File: src/rtl/count_window_sequencer.sv
// Gated photon-counting sequencer: counts pulse_in rising edges over a number of fixed-length windows
// and hands each window's count to a consumer. Optional trigger output enabled by `define TRIGGER_OUT_EN.
module count_window_sequencer #(
  parameter int COUNT_WIDTH = 32,
  parameter int IDX_WIDTH   = 16
) (
  input  logic                   clk,
  input  logic                   rst,
  input  logic                   start,
  input  logic                   abort,
  input  logic [IDX_WIDTH-1:0]   num_windows,
  input  logic [COUNT_WIDTH-1:0] gate_cycles,
  input  logic [COUNT_WIDTH-1:0] ncounts,
  input  logic                   pulse_in,
  output logic [COUNT_WIDTH-1:0] count_data,
  output logic                   count_valid,
  input  logic                   count_ready,
  output logic [IDX_WIDTH-1:0]   window_idx,
  output logic                   busy,
  output logic                   done,
  output logic                   dead_edge
`ifdef TRIGGER_OUT_EN
  ,
  output logic                   trigger
`endif
);

  localparam logic [1:0] IDLE   = 2'd0;
  localparam logic [1:0] COUNT  = 2'd1;
  localparam logic [1:0] REPORT = 2'd2;
  localparam logic [1:0] DONE   = 2'd3;

  localparam logic [COUNT_WIDTH-1:0] CNT_ONE = {{(COUNT_WIDTH-1){1'b0}}, 1'b1};
  localparam logic [COUNT_WIDTH-1:0] CNT_MAX = {COUNT_WIDTH{1'b1}};
  localparam logic [IDX_WIDTH-1:0]   IDX_ONE = {{(IDX_WIDTH-1){1'b0}}, 1'b1};

  logic [1:0]             state;
  logic                   prev;
  logic [IDX_WIDTH-1:0]   cfg_windows;
  logic [COUNT_WIDTH-1:0] cfg_gate;
  logic [COUNT_WIDTH-1:0] count;
  logic [COUNT_WIDTH-1:0] gate_timer;

  logic                   pulse_edge;
  logic                   start_run;
  logic                   last_window;
  logic [COUNT_WIDTH-1:0] gate_last;
  logic [COUNT_WIDTH-1:0] count_next;

  assign pulse_edge  = pulse_in & ~prev;
  assign start_run   = (state == IDLE) && !abort && start && (num_windows != '0);
  // A zero gate length behaves as a one-clock window.
  assign gate_last   = (cfg_gate == '0) ? '0 : cfg_gate - CNT_ONE;
  assign count_next  = (count == CNT_MAX) ? count : count + CNT_ONE;
  assign last_window = ({1'b0, window_idx} + {{IDX_WIDTH{1'b0}}, 1'b1}) >= {1'b0, cfg_windows};

  assign count_data  = count;
  assign count_valid = (state == REPORT);
  assign busy        = (state != IDLE);
  assign done        = (state == DONE);

  always_ff @(posedge clk or negedge rst) begin
    if (!rst) begin
      state       <= IDLE;
      prev        <= 1'b0;
      cfg_windows <= '0;
      cfg_gate    <= '0;
      count       <= '0;
      gate_timer  <= '0;
      window_idx  <= '0;
      dead_edge   <= 1'b0;
    end else begin
      prev <= pulse_in;
      if (pulse_edge && (state == REPORT || state == DONE))
        dead_edge <= 1'b1;
      if (abort) begin
        state <= IDLE;
      end else begin
        case (state)
          IDLE: begin
            if (start_run) begin
              cfg_windows <= num_windows;
              cfg_gate    <= gate_cycles;
              count       <= '0;
              gate_timer  <= '0;
              window_idx  <= '0;
              dead_edge   <= 1'b0;
              state       <= COUNT;
            end
          end
          COUNT: begin
            if (pulse_edge)
              count <= count_next;
            if (gate_timer == gate_last) begin
              gate_timer <= '0;
              state      <= REPORT;
            end else begin
              gate_timer <= gate_timer + CNT_ONE;
            end
          end
          REPORT: begin
            if (count_ready) begin
              if (last_window) begin
                state <= DONE;
              end else begin
                window_idx <= window_idx + IDX_ONE;
                count      <= '0;
                state      <= COUNT;
              end
            end
          end
          DONE:    state <= IDLE;
          default: state <= IDLE;
        endcase
      end
    end
  end

`ifdef TRIGGER_OUT_EN
  logic [COUNT_WIDTH-1:0] cfg_ncounts;
  logic                   trig_fired;

  // trig_fired re-arms whenever the sequencer leaves COUNT, so each window fires at most once.
  always_ff @(posedge clk or negedge rst) begin
    if (!rst) begin
      cfg_ncounts <= '0;
      trig_fired  <= 1'b0;
      trigger     <= 1'b0;
    end else begin
      trigger <= 1'b0;
      if (start_run)
        cfg_ncounts <= ncounts;
      if (state != COUNT) begin
        trig_fired <= 1'b0;
      end else if (!abort && pulse_edge && !trig_fired &&
                   (cfg_ncounts != '0) && (count_next == cfg_ncounts)) begin
        trigger    <= 1'b1;
        trig_fired <= 1'b1;
      end
    end
  end
`else
  logic unused_ncounts;
  assign unused_ncounts = ^ncounts;
`endif

endmodule

File: config.mk
export PLATFORM = sky130hd
export DESIGN_NAME = count_window_sequencer
export DESIGN_NICKNAME = d
export VERILOG_FILES = /design/src/rtl/count_window_sequencer.sv
export SDC_FILE = /design/constraint.sdc
export NUM_CORES = 1
export LEC_CHECK = 0
export ABC_CLOCK_PERIOD_IN_PS = 12900
export BUFFER_PORTS_ARGS = -buffer_cell sky130_fd_sc_hd__buf_2
export CAP_MARGIN = 10
export CELL_PAD_IN_SITES_DETAIL_PLACEMENT = 1
export CELL_PAD_IN_SITES_GLOBAL_PLACEMENT = 1
export CORE_MARGIN = 1
export CORE_UTILIZATION = 47
export CTS_CLUSTER_DIAMETER = 30
export DETAILED_ROUTE_END_ITERATION = 7
export PLACE_DENSITY = 0.84
export SLEW_MARGIN = 10
export SYNTH_ARGS = -nofsm -noshare
export SYNTH_HDL_FRONTEND = slang
export SYNTH_SLANG_ARGS = --single-unit
export TNS_END_PERCENT = 50
File: constraint.sdc
create_clock -name clk -period 12.9 [get_ports clk]
set_input_delay 3.87 -clock clk [delete_from_list [all_inputs] [get_ports clk]]
set_output_delay 3.87 -clock clk [all_outputs]
set_load 0.05 [all_outputs]
==> impl_metrics.env <==
export IMPL_status="finished, final reports clean"
export IMPL_register_area_um2=3303
export IMPL_io_pins=138
export IMPL_synthCells=894
export IMPL_antenna_found_initial=0
export IMPL_ys_ff_latch=132
export IMPL_tightestPinTransition_ns=1.093
export IMPL_first_global_vias=7474
export IMPL_synth_area_leaders="dfrtp_1 40%, mux2_2 6.9%, xor2_1 4.7%"
export IMPL_cp_required_ns=13.21
export IMPL_ys_warn_count=0
export IMPL_routed_wl_um=23620
export IMPL_postPlaceCellArea_um2=8925
export IMPL_synth_fp_nets=1000
export IMPL_synth_cell_types=65
export IMPL_slew_headroom=0.2695
export IMPL_vias=7296
export IMPL_yosysMostFrequentCell="dfrtp_1"
export IMPL_p_per_area_nw_per_um2=130.4
export IMPL_area_delta_synth_final_pct=15.39
export IMPL_drtAntennaViolNets=0
export IMPL_fin_tns_setup_ns=0
export IMPL_cts_tree="yes"
export IMPL_grt_ovfl_total=0
export IMPL_fin_area_um2=9548
export IMPL_rows=48
export IMPL_met3_length_um=943
export IMPL_startpoint_type="primary input"
export IMPL_synthTopCellsByCount="132 x dfrtp_1, 70 x nor2_1, 69 x nand2_1"
export IMPL_fin_worst_skew_ns=0.01419
export IMPL_ctsHoldBuffers=0
export IMPL_fin_nets=1080
export IMPL_async_flop_share=1.000
export IMPL_gp_congestion=0.8676
export IMPL_fmax_mhz=163.7
export IMPL_syn_area_per_cell_um2=9.255
export IMPL_layout_min_cycle_time_ns=6.109
export IMPL_crit_arrival_ns=6.42
export IMPL_coreArea_um2=17240
export IMPL_drt_pass1_iter_count=5
export IMPL_root_buffer="clkbuf_16"
export IMPL_yosys_area_top_type="dfrtp_1"
export IMPL_dieHeight_um=134.7
export IMPL_layout_drive_gt1_share=0.2168
export IMPL_die_w_um=134.7
export IMPL_cp_max_fo=49
export IMPL_dr_max_layer_used="met4"
export IMPL_start_util=0.4800
export IMPL_power_leakage_nw=4.394
export IMPL_die_area_um2=18140
export IMPL_synth_top_area_share=0.3992
export IMPL_port_buffers=105
export IMPL_yosysSeqAreaShare=0.3992
export IMPL_synth_edf_count=0
export IMPL_vias_per_cell=6.020
export IMPL_endpoint_kind="flop"
export IMPL_synth_area_um2=8274
export IMPL_met2_length_um=11390
export IMPL_drc=0
export IMPL_ctsResizeCount=0
export IMPL_numCtsBuffers=17
export IMPL_clkLatencyLatePin_ns=0.43
export IMPL_cts_sinks=132
export IMPL_grt_pass1_wl_um=38940
export IMPL_drv_slew=0
export IMPL_drt_iter0_markers=393
export IMPL_dp_hpwl_um=15920
export IMPL_wl_per_cell_um=19.49
export IMPL_rsz0062_at_grt="no"
export IMPL_multi_input_area_um2=4606
export IMPL_maxCapViolCount=0
export IMPL_hold_path_class="reg -> reg"
export IMPL_hold_violations=0
export IMPL_ir_drop_mv=0.1058
export IMPL_grt_use_total=0.2733
export IMPL_grt_max_degree=83
export IMPL_drt_met1_wl_um=10690
export IMPL_fin_crit_sh=0.4736
export IMPL_postCtsSetupRepairBufs=0
export IMPL_h_tree_depth=4
export IMPL_clock_path_buffers=2
export IMPL_setup_viol=0
export IMPL_diodes=0
export IMPL_clk_pin_slew_ns=0.06
export IMPL_ys_flop_type="dfrtp_1"
export IMPL_critical_path_class="in -> reg"
export IMPL_fillers=2012
==> layer usage <==
layer  GRT usage  vias to the layer above
met5           0                        -
met1      0.3603                     3644
met4     0.08801                        0
met3     0.05218                       51
li1            -                     3398
met2      0.4516                      203
==> where the power goes <==
| group | internal, mW | switching [mW] |
|---|---|---|
| combinational | 0.0949 | 0.118 |
| sequential | 0.452 | 0.0597 |
| clock | 0.318 | 0.203 |
==> cell type report <==
type	count	share of cell area
well taps	225	0.02948
flip-flops and latches	132	0.3460
multi-input cells	673	0.4824
clock buffers	20	0.04783
clock inverters	12	0.01743
inverters	36	0.01415
repair buffers	114	0.06277
==> final timing paths <==
path                                      from              to  slack [ns]  depth (start not counted)
worst max-delay path            num_windows[0]    cfg_gate[21]        6.79                          8
worst min-delay path                 dead_edge       dead_edge        0.50                          1
worst max register to register   window_idx[0]  count_data[23]        8.10                         18
worst min register to register       dead_edge       dead_edge        0.50                          1
max in group asynchronous                  rst   gate_timer[4]        8.26                          2
min in group asynchronous                  rst  count_data[21]        3.48                          1
==> worst max-delay path: stages <==
cell and delay, ns:
buf_2 0.11, nor4_1 0.40, a41oi_1 0.32, mux2i_1 0.22, or3_1 0.32, nand2b_2 0.18
buf_4 0.52, mux2_2 0.43
==> layout by cell type, fill, tap and decap left out, types with 26 or more instances in the layout <==
cell type,n
xor2_1,44
xnor2_1,29
o21ai_0,36
nand2_1,69
buf_2,104
dfrtp_1,132
nor3_1,27
inv_1,36
or3_1,26
nand3_1,40
a21oi_1,27
nor2_1,69
mux2_2,51
==> cell families (layout without fill, tap and decap cells) <==
logic type | Yosys count | after routing | synth area share
multiplexers | 56 | 56 | 0.07546
XOR/XNOR | 74 | 74 | 0.07999
buffers and inverters | 89 | 182 | 0.04521
flip-flops | 132 | 132 | 0.3992
AND/OR/NAND/NOR | 357 | 357 | 0.2302
AO/OA/AOI/OAI | 166 | 166 | 0.1397
adder cells (fa/ha/maj) | 20 | 20 | 0.03024
==> stage by stage <==
| step | utilization | setup WS [ns] | total power, mW | std cells | hold WS, ns |
|---|---|---|---|---|---|
| after global routing | 0.5539 | 6.621 | 1.298 | 1212 | 0.5250 |
| after detailed placement | 0.5178 | 6.442 | 0.7220 | 1180 | 0.4936 |
| after global placement | 0.5178 | 6.380 | 0.7087 | 1180 | 0.4886 |
| after floorplan | - | 6.748 | 0.6525 | 894 | 0.4794 |
| final | 0.5539 | 6.791 | 1.245 | 1212 | 0.5050 |
| after CTS | 0.5539 | 6.791 | 1.252 | 1212 | 0.5110 |
==> sequential cells by signal, indices dropped and copies added (netlist names) <==
signal       flops
prev             1
cfg_windows     16
count_data      32
cfg_gate        32
state            2
gate_timer      32
window_idx      16
dead_edge        1
(Power assumes the default switching activity.)
